File: src/rtl/fifo_stream_reader.sv
// Drains a synchronous FIFO read port into a valid/ready stream through a 2-entry skid buffer.
// Optional beat counter output xfer_count is built when FIFO_RD_STATS_EN is defined.
module fifo_stream_reader #(
   parameter int FIFO_WIDTH = 16,
   parameter int SKID_DEPTH = 2
) (
   input  logic                  clk,
   input  logic                  rst_n,
   input  logic                  fifo_empty,
   input  logic [FIFO_WIDTH-1:0] fifo_dout,
   input  logic                  fifo_underflow,
   output logic                  fifo_rd_en,
   output logic                  m_valid,
   output logic [FIFO_WIDTH-1:0] m_data,
   input  logic                  m_ready,
   output logic                  rd_err
`ifdef FIFO_RD_STATS_EN
   ,
   output logic [31:0]           xfer_count
`endif
);

   generate
      if (SKID_DEPTH != 2) begin : g_depth_chk
         $error("fifo_stream_reader: SKID_DEPTH must be 2");
      end
   endgenerate

   logic [1:0]            occ;
   logic                  inflight;
   logic                  head_ptr;
   logic                  tail_ptr;
   logic [FIFO_WIDTH-1:0] skid_mem [2];
   logic                  pop;
   logic [2:0]            fill;

   // Read issue: count the word in flight so the buffer can never be overcommitted.
   assign pop        = m_valid && m_ready;
   assign fill       = {1'b0, occ} + {2'b00, inflight} - {2'b00, pop};
   assign fifo_rd_en = rst_n && !fifo_empty && (fill < 3'd2);

   assign m_valid = (occ != 2'd0);
   assign m_data  = skid_mem[head_ptr];

   // Capture stage: FIFO data lands one cycle after the accepted read.
   always_ff @(posedge clk or negedge rst_n) begin
      if (!rst_n) begin
         occ         <= 2'd0;
         inflight    <= 1'b0;
         head_ptr    <= 1'b0;
         tail_ptr    <= 1'b0;
         rd_err      <= 1'b0;
         skid_mem[0] <= '0;
         skid_mem[1] <= '0;
      end else begin
         inflight <= fifo_rd_en;
         occ      <= fill[1:0];
         if (inflight) begin
            skid_mem[tail_ptr] <= fifo_dout;
            tail_ptr           <= ~tail_ptr;
         end
         if (pop) begin
            head_ptr <= ~head_ptr;
         end
         if (inflight && fifo_underflow) begin
            rd_err <= 1'b1;
         end
      end
   end

`ifdef FIFO_RD_STATS_EN
   function automatic logic [31:0] sat_inc(input logic [31:0] v);
      return (v == 32'hFFFF_FFFF) ? v : v + 32'd1;
   endfunction

   logic [31:0] xfer_cnt;

   always_ff @(posedge clk or negedge rst_n) begin
      if (!rst_n) begin
         xfer_cnt <= 32'd0;
      end else if (pop) begin
         xfer_cnt <= sat_inc(xfer_cnt);
      end
   end

   assign xfer_count = xfer_cnt;
`endif

endmodule
File: config.mk
export PLATFORM = sky130hd
export DESIGN_NAME = fifo_stream_reader
export DESIGN_NICKNAME = d
export VERILOG_FILES = /design/src/rtl/fifo_stream_reader.sv
export SDC_FILE = /design/constraint.sdc
export NUM_CORES = 1
export LEC_CHECK = 0
export BUFFER_PORTS_ARGS = -buffer_cell sky130_fd_sc_hd__clkbuf_2
export CAP_MARGIN = 15
export CORE_ASPECT_RATIO = 1.2
export CORE_MARGIN = 10
export CORE_UTILIZATION = 45
export CTS_BUF_LIST = sky130_fd_sc_hd__clkbuf_16
export DETAILED_ROUTE_END_ITERATION = 12
export PLACE_DENSITY = 0.68
export SLEW_MARGIN = 30
export SYNTH_ARGS = -nofsm -noshare
export SYNTH_HDL_FRONTEND = slang
export SYNTH_SLANG_ARGS = --single-unit
File: constraint.sdc
create_clock -name clk -period 3.9 [get_ports clk]
set_clock_uncertainty 0.15 [all_clocks]
set_input_delay 0 -clock clk [delete_from_list [all_inputs] [get_ports clk]]
set_output_delay 0 -clock clk [all_outputs]
set_load 0.005 [all_outputs]
* Word-level counts from Yosys, hierarchy flattened
Cells that the tools add are included.
** Storage, ports and cells
- Flip-flop bits (word level) :: 38
- Input port bits :: 21
- Output and inout bits :: 19
- Logic and storage cells :: 30
** Operators by class
- Add/subtract/negate cells :: 2
- Order comparisons :: 4
- Muxes and demuxes :: 6
- Bitwise logic cells :: 4
- Reduce and logical (&&, ||, !) cells :: 7
** Operators by type and width (count)
- $mux W16 :: 4
- $bwmux W32 :: 1
- $demux W16 S1 :: 1
- $logic_and A1 B1 Y1 :: 5
- $ge A2 B2 Y1 const B :: 2
- $not A1 Y2 :: 2
- $add A2 B1 Y3 :: 1
- $lt A3 B2 Y1 const B :: 1
- $sub A3 B1 Y3 :: 1
- $lt A2 B1 Y1 const B :: 1
- $not A1 Y1 :: 2
- $reduce_bool A2 Y1 :: 1
- $logic_not A1 Y1 :: 1

* Logic depth before layout (Yosys ltp)
- Depth in word-level cells :: 6
- Depth in mapped cells :: 7
- Mapped depth without buffers :: 7

* Least setup slack after synthesis
Ideal clock, no wire load.
- Path type :: register to register
- From :: reg occ[1]
- To :: reg inflight
- Arrival :: 1.918 ns
- Slack :: 1.680 ns
- Stages on the path, launching flop included :: 8
- Period minus slack after synthesis :: 2.220 ns
- Cells stage by stage :: dfrtp_1 > o21a_1 > ha_1 > inv_1 > ha_1 > fa_1 > xnor2_1 > nor4b_1
** Between the ends
- Longest elaborated chain between the ends :: 5
- Elaborated cells between the ends (all ways) :: 6
- Classes of those cells :: add/sub (2); order compare (1); reduce/logical (3)
** RTL lines
- from (decl) :: RTL line 29 : logic [1:0] occ;
- from (signal assigned) :: RTL line 57 : occ <= fill[1:0];
- $reduce_bool A2 Y1 :: RTL line 42 : assign m_valid = (occ != 2'd0);
- $logic_and A1 B1 Y1 :: RTL line 38 : assign pop = m_valid && m_ready;
- via pop :: RTL line 34 : logic pop;
- $sub A3 B1 Y3 :: RTL line 39 : assign fill = {1'b0, occ} + {2'b00, inflight} - {2'b00, pop};
- $lt A3 B2 Y1 :: RTL line 40 : assign fifo_rd_en = rst_n && !fifo_empty && (fill < 3'd2);
- $logic_and A1 B1 Y1 :: RTL line 40
- via fifo_rd_en :: RTL line 12 : output logic fifo_rd_en,
- to (signal assigned) :: RTL line 56 : inflight <= fifo_rd_en;
- to (decl) :: RTL line 30 : logic inflight;
The timed path passes the listed nets, and every way through them passes these cells.
A chain may end at the register's enable or synchronous reset.

* Worst setup path after layout
- From :: reg occ[1]
- To :: out fifo_rd_en
** Between the ends
- Longest elaborated chain between the ends :: 5
- Elaborated cells between the ends (all ways) :: 6
- Classes of those cells :: add/sub (2); order compare (1); reduce/logical (3)
** RTL lines (RTL line)
- $reduce_bool A2 Y1 :: 42
- $logic_and A1 B1 Y1 :: 38
- via pop :: 34
- $sub A3 B1 Y3 :: 39
- $lt A3 B2 Y1 :: 40
- $logic_and A1 B1 Y1 :: 40
- to (decl) :: 12
The timed path passes the listed nets, and every way through them passes these cells.

==> flow_metrics.py <==
metrics = {
    "routing": {
        "ant_nets": 0,
        "first_pass_iters": 2,
        "drt_iter0_markers": 44,
        "wl_mm": 3.42,
        "vias": 1041,
        "routed_via_density": 4.73,
        "drc": 0,
        "wire_per_inst_um": 15.6,
    },
    "synthesis": {
        "synth_seq_cells": 38,
        "ys.flop_type": "dfrtp_1",
        "postSynthCellCount": 107,
        "yosys-top-cells-count": "38 x dfrtp_1, 38 x mux2_2, 10 x mux2_4",
        "syn_nets": 131,
        "async_flop_share": 1.00,
        "yosysSeqAreaShare": 0.554,
        "synth_area_mm2": 0.00172,
        "yosysWarnings": 0,
        "synth_top_area_share": 0.554,
        "syn_avg_cell_area_um2": 16.1,
        "synth_edf_count": 0,
        "synthTopCellsByArea": "dfrtp_1 55%, mux2_2 25%, mux2_4 8.7%",
        "yosysTopAreaCell": "dfrtp_1",
        "ys_types": 17,
    },
    "clock_tree": {
        "clockBufferDepth": 2,
        "cts_tree": "built",
        "clkSinkCount": 38,
        "cts_root_buffer": "clkbuf_16",
        "cts.htree.levels": 2,
        "path_clk_slew_ps": 50,
        "cts_setup_buffers": 0,
        "clock_latency_ps": 270,
        "cts_buffers": 5,
    },
    "floorplanning": {
        "dieArea_mm2": 0.00670,
        "coreArea_mm2": 0.00366,
        "initial_core_util": 0.469,
        "pin_count": 40,
        "dieWidth_um": 76.4,
        "core.rowCount": 24,
        "die_h_um": 87.7,
    },
    "sta": {
        "period_share": 0.685,
        "maxSlewViolCount": 0,
        "final-setup-viol-count": 0,
        "rsz0062_at_grt": "no",
        "slew_headroom": 0.445,
        "hold_viol": 0,
        "worst_slack_ps": 1230,
        "period_minus_slack_ps": 2670,
        "worst_pin_slew_ps": 832,
        "setup_tns_ps": 0,
        "fmax_mhz": 374,
    },
    "flow_run": {
        "maxCapViolCount": 0,
    },
    "worst_setup_path": {
        "crit_path_start_kind": "register",
        "crit_fanout": 4,
        "endpoint_kind": "output port",
        "criticalPathCategory": "reg2out",
        "required_ps": 3750,
        "arrival_ps": 2520,
    },
    "power_and_ir_drop": {
        "ir_worst_vdd_uv": 382,
        "p_per_area_mw_per_mm2": 802,
        "cellLeakagePower_nw": 1.06,
    },
    "grt": {
        "grt_overflow_total": 0,
        "grt_max_degree": 40,
        "track_usage": 0.111,
        "met3_usage": 0.0338,
        "top_usage_layer": "met2",
        "antenna_found_initial": 0,
        "use_met2": 0.206,
        "grt_pass1_wl_mm": 5.95,
        "grt_pass1_vias": 1242,
        "grt.met1_usage": 0.115,
    },
    "final_layout": {
        "drive_gt1_frac": 0.565,
        "nets": 192,
        "diodes": 0,
        "syn2layout_area_growth_pct": 31.5,
    },
    "placed_design": {
        "io_buffers": 39,
        "dp_slack_ps": 1520,
        "dp_hpwl_mm": 2.39,
        "place_congestion": 0.725,
    },
    "run_status": {
        "outcome": "finished, final reports clean",
    },
    "hold_path": {
        "min_path_type": "in2async",
    },
}
## repair_timing
| action | in CTS | in global routing |
|---|---|---|
| resized for setup | 0 | 0 |
| hold buffers | 20 | 0 |
| endpoints found under the hold margin | 73 | 0 |
## flip-flops by register name, summed over array words and instances (netlist names)
name / flops
inflight: 1
head_ptr: 1
occ: 2
rd_err: 1
tail_ptr: 1
skid_mem: 32
## cells by family (layout without fill, tap and decap cells)
logic type,Yosys count,in the layout,share of synthesized area
mux,48,48,0.336
flops,38,38,0.554
fa+ha+maj,3,3,0.0262
simple gates,4,4,0.0204
buf+inv,9,70,0.0393
compound gates,2,2,0.00874
xor+xnor,3,3,0.0153
## metal layers
metal / vias up / part of all wire
met4: 0 / 0.012
met5: - / 0
met2: 26 / 0.53
li1: 492 / -
met1: 519 / 0.41
met3: 4 / 0.046
## through the flow
step / area, um2 / power, mW / hold slack, ps / util / instances
final: 2260 / 1.81 / 232 / 0.616 / 220
after global routing: 2260 / 1.95 / 327 / 0.616 / 220
after CTS: 2260 / 1.84 / 285 / 0.616 / 220
after detailed placement: 1930 / 1.45 / 38.8 / 0.526 / 193
after global placement: 1930 / 1.41 / 12.1 / 0.526 / 193
after floorplan: 1720 / 1.21 / -446 / - / 107
## layout by cell type, fill, tap and decap left out, drive strengths merged
cell type and instances:
clkbuf 43, nand2 1, dfrtp 38, a21o 1, dlygate4sd3 20, mux2 48, xor2 2, xnor2 1
ha 2, fa 1, nor2b 1, or2 1, o21a 1, inv 6, buf 1, nor4b 1
## power breakdown
| part | internal, mW | switching (mW) |
|---|---|---|
| Combinational | 0.462 | 0.247 |
| Clock | 0.228 | 0.135 |
| Sequential | 0.595 | 0.144 |
## worst max-delay path: stages (launching register included)
cell and delay (ps):
dfrtp_1 410, o21a_1 230, ha_1 280, inv_1 40, ha_1 180, fa_1 380
xnor2_1 140, nor4b_1 400, clkbuf_2 200
## layout make-up
cell class,count,area [um2]
Inverter,4,15.0
Tap cell,52,65.1
Sequential cell,38,951
Fill cell,314,1410
Clock buffer,5,125
Timing Repair Buffer,59,395
Multi-Input combinational cell,60,699
Clock inverter,2,7.51
## final timing paths
check | startpoint | endpoint | slack, ps | depth (start not counted)
max | occ[1]$_DFF_PN0_ | fifo_rd_en | 1230 | 8
min | rst_n | skid_mem[29]$_DFFE_PN0P_ | 230 | 2
max reg2reg | occ[1]$_DFF_PN0_ | inflight$_DFF_PN0_ | 1550 | 7
min reg2reg | rd_err$_DFFE_PN0P_ | rd_err$_DFFE_PN0P_ | 320 | 1
max in group asynchronous | rst_n | skid_mem[23]$_DFFE_PN0P_ | 2840 | 2
min in group clk | fifo_empty | inflight$_DFF_PN0_ | 310 | 3
No activity file was read; power rests on OpenSTA's default activity.
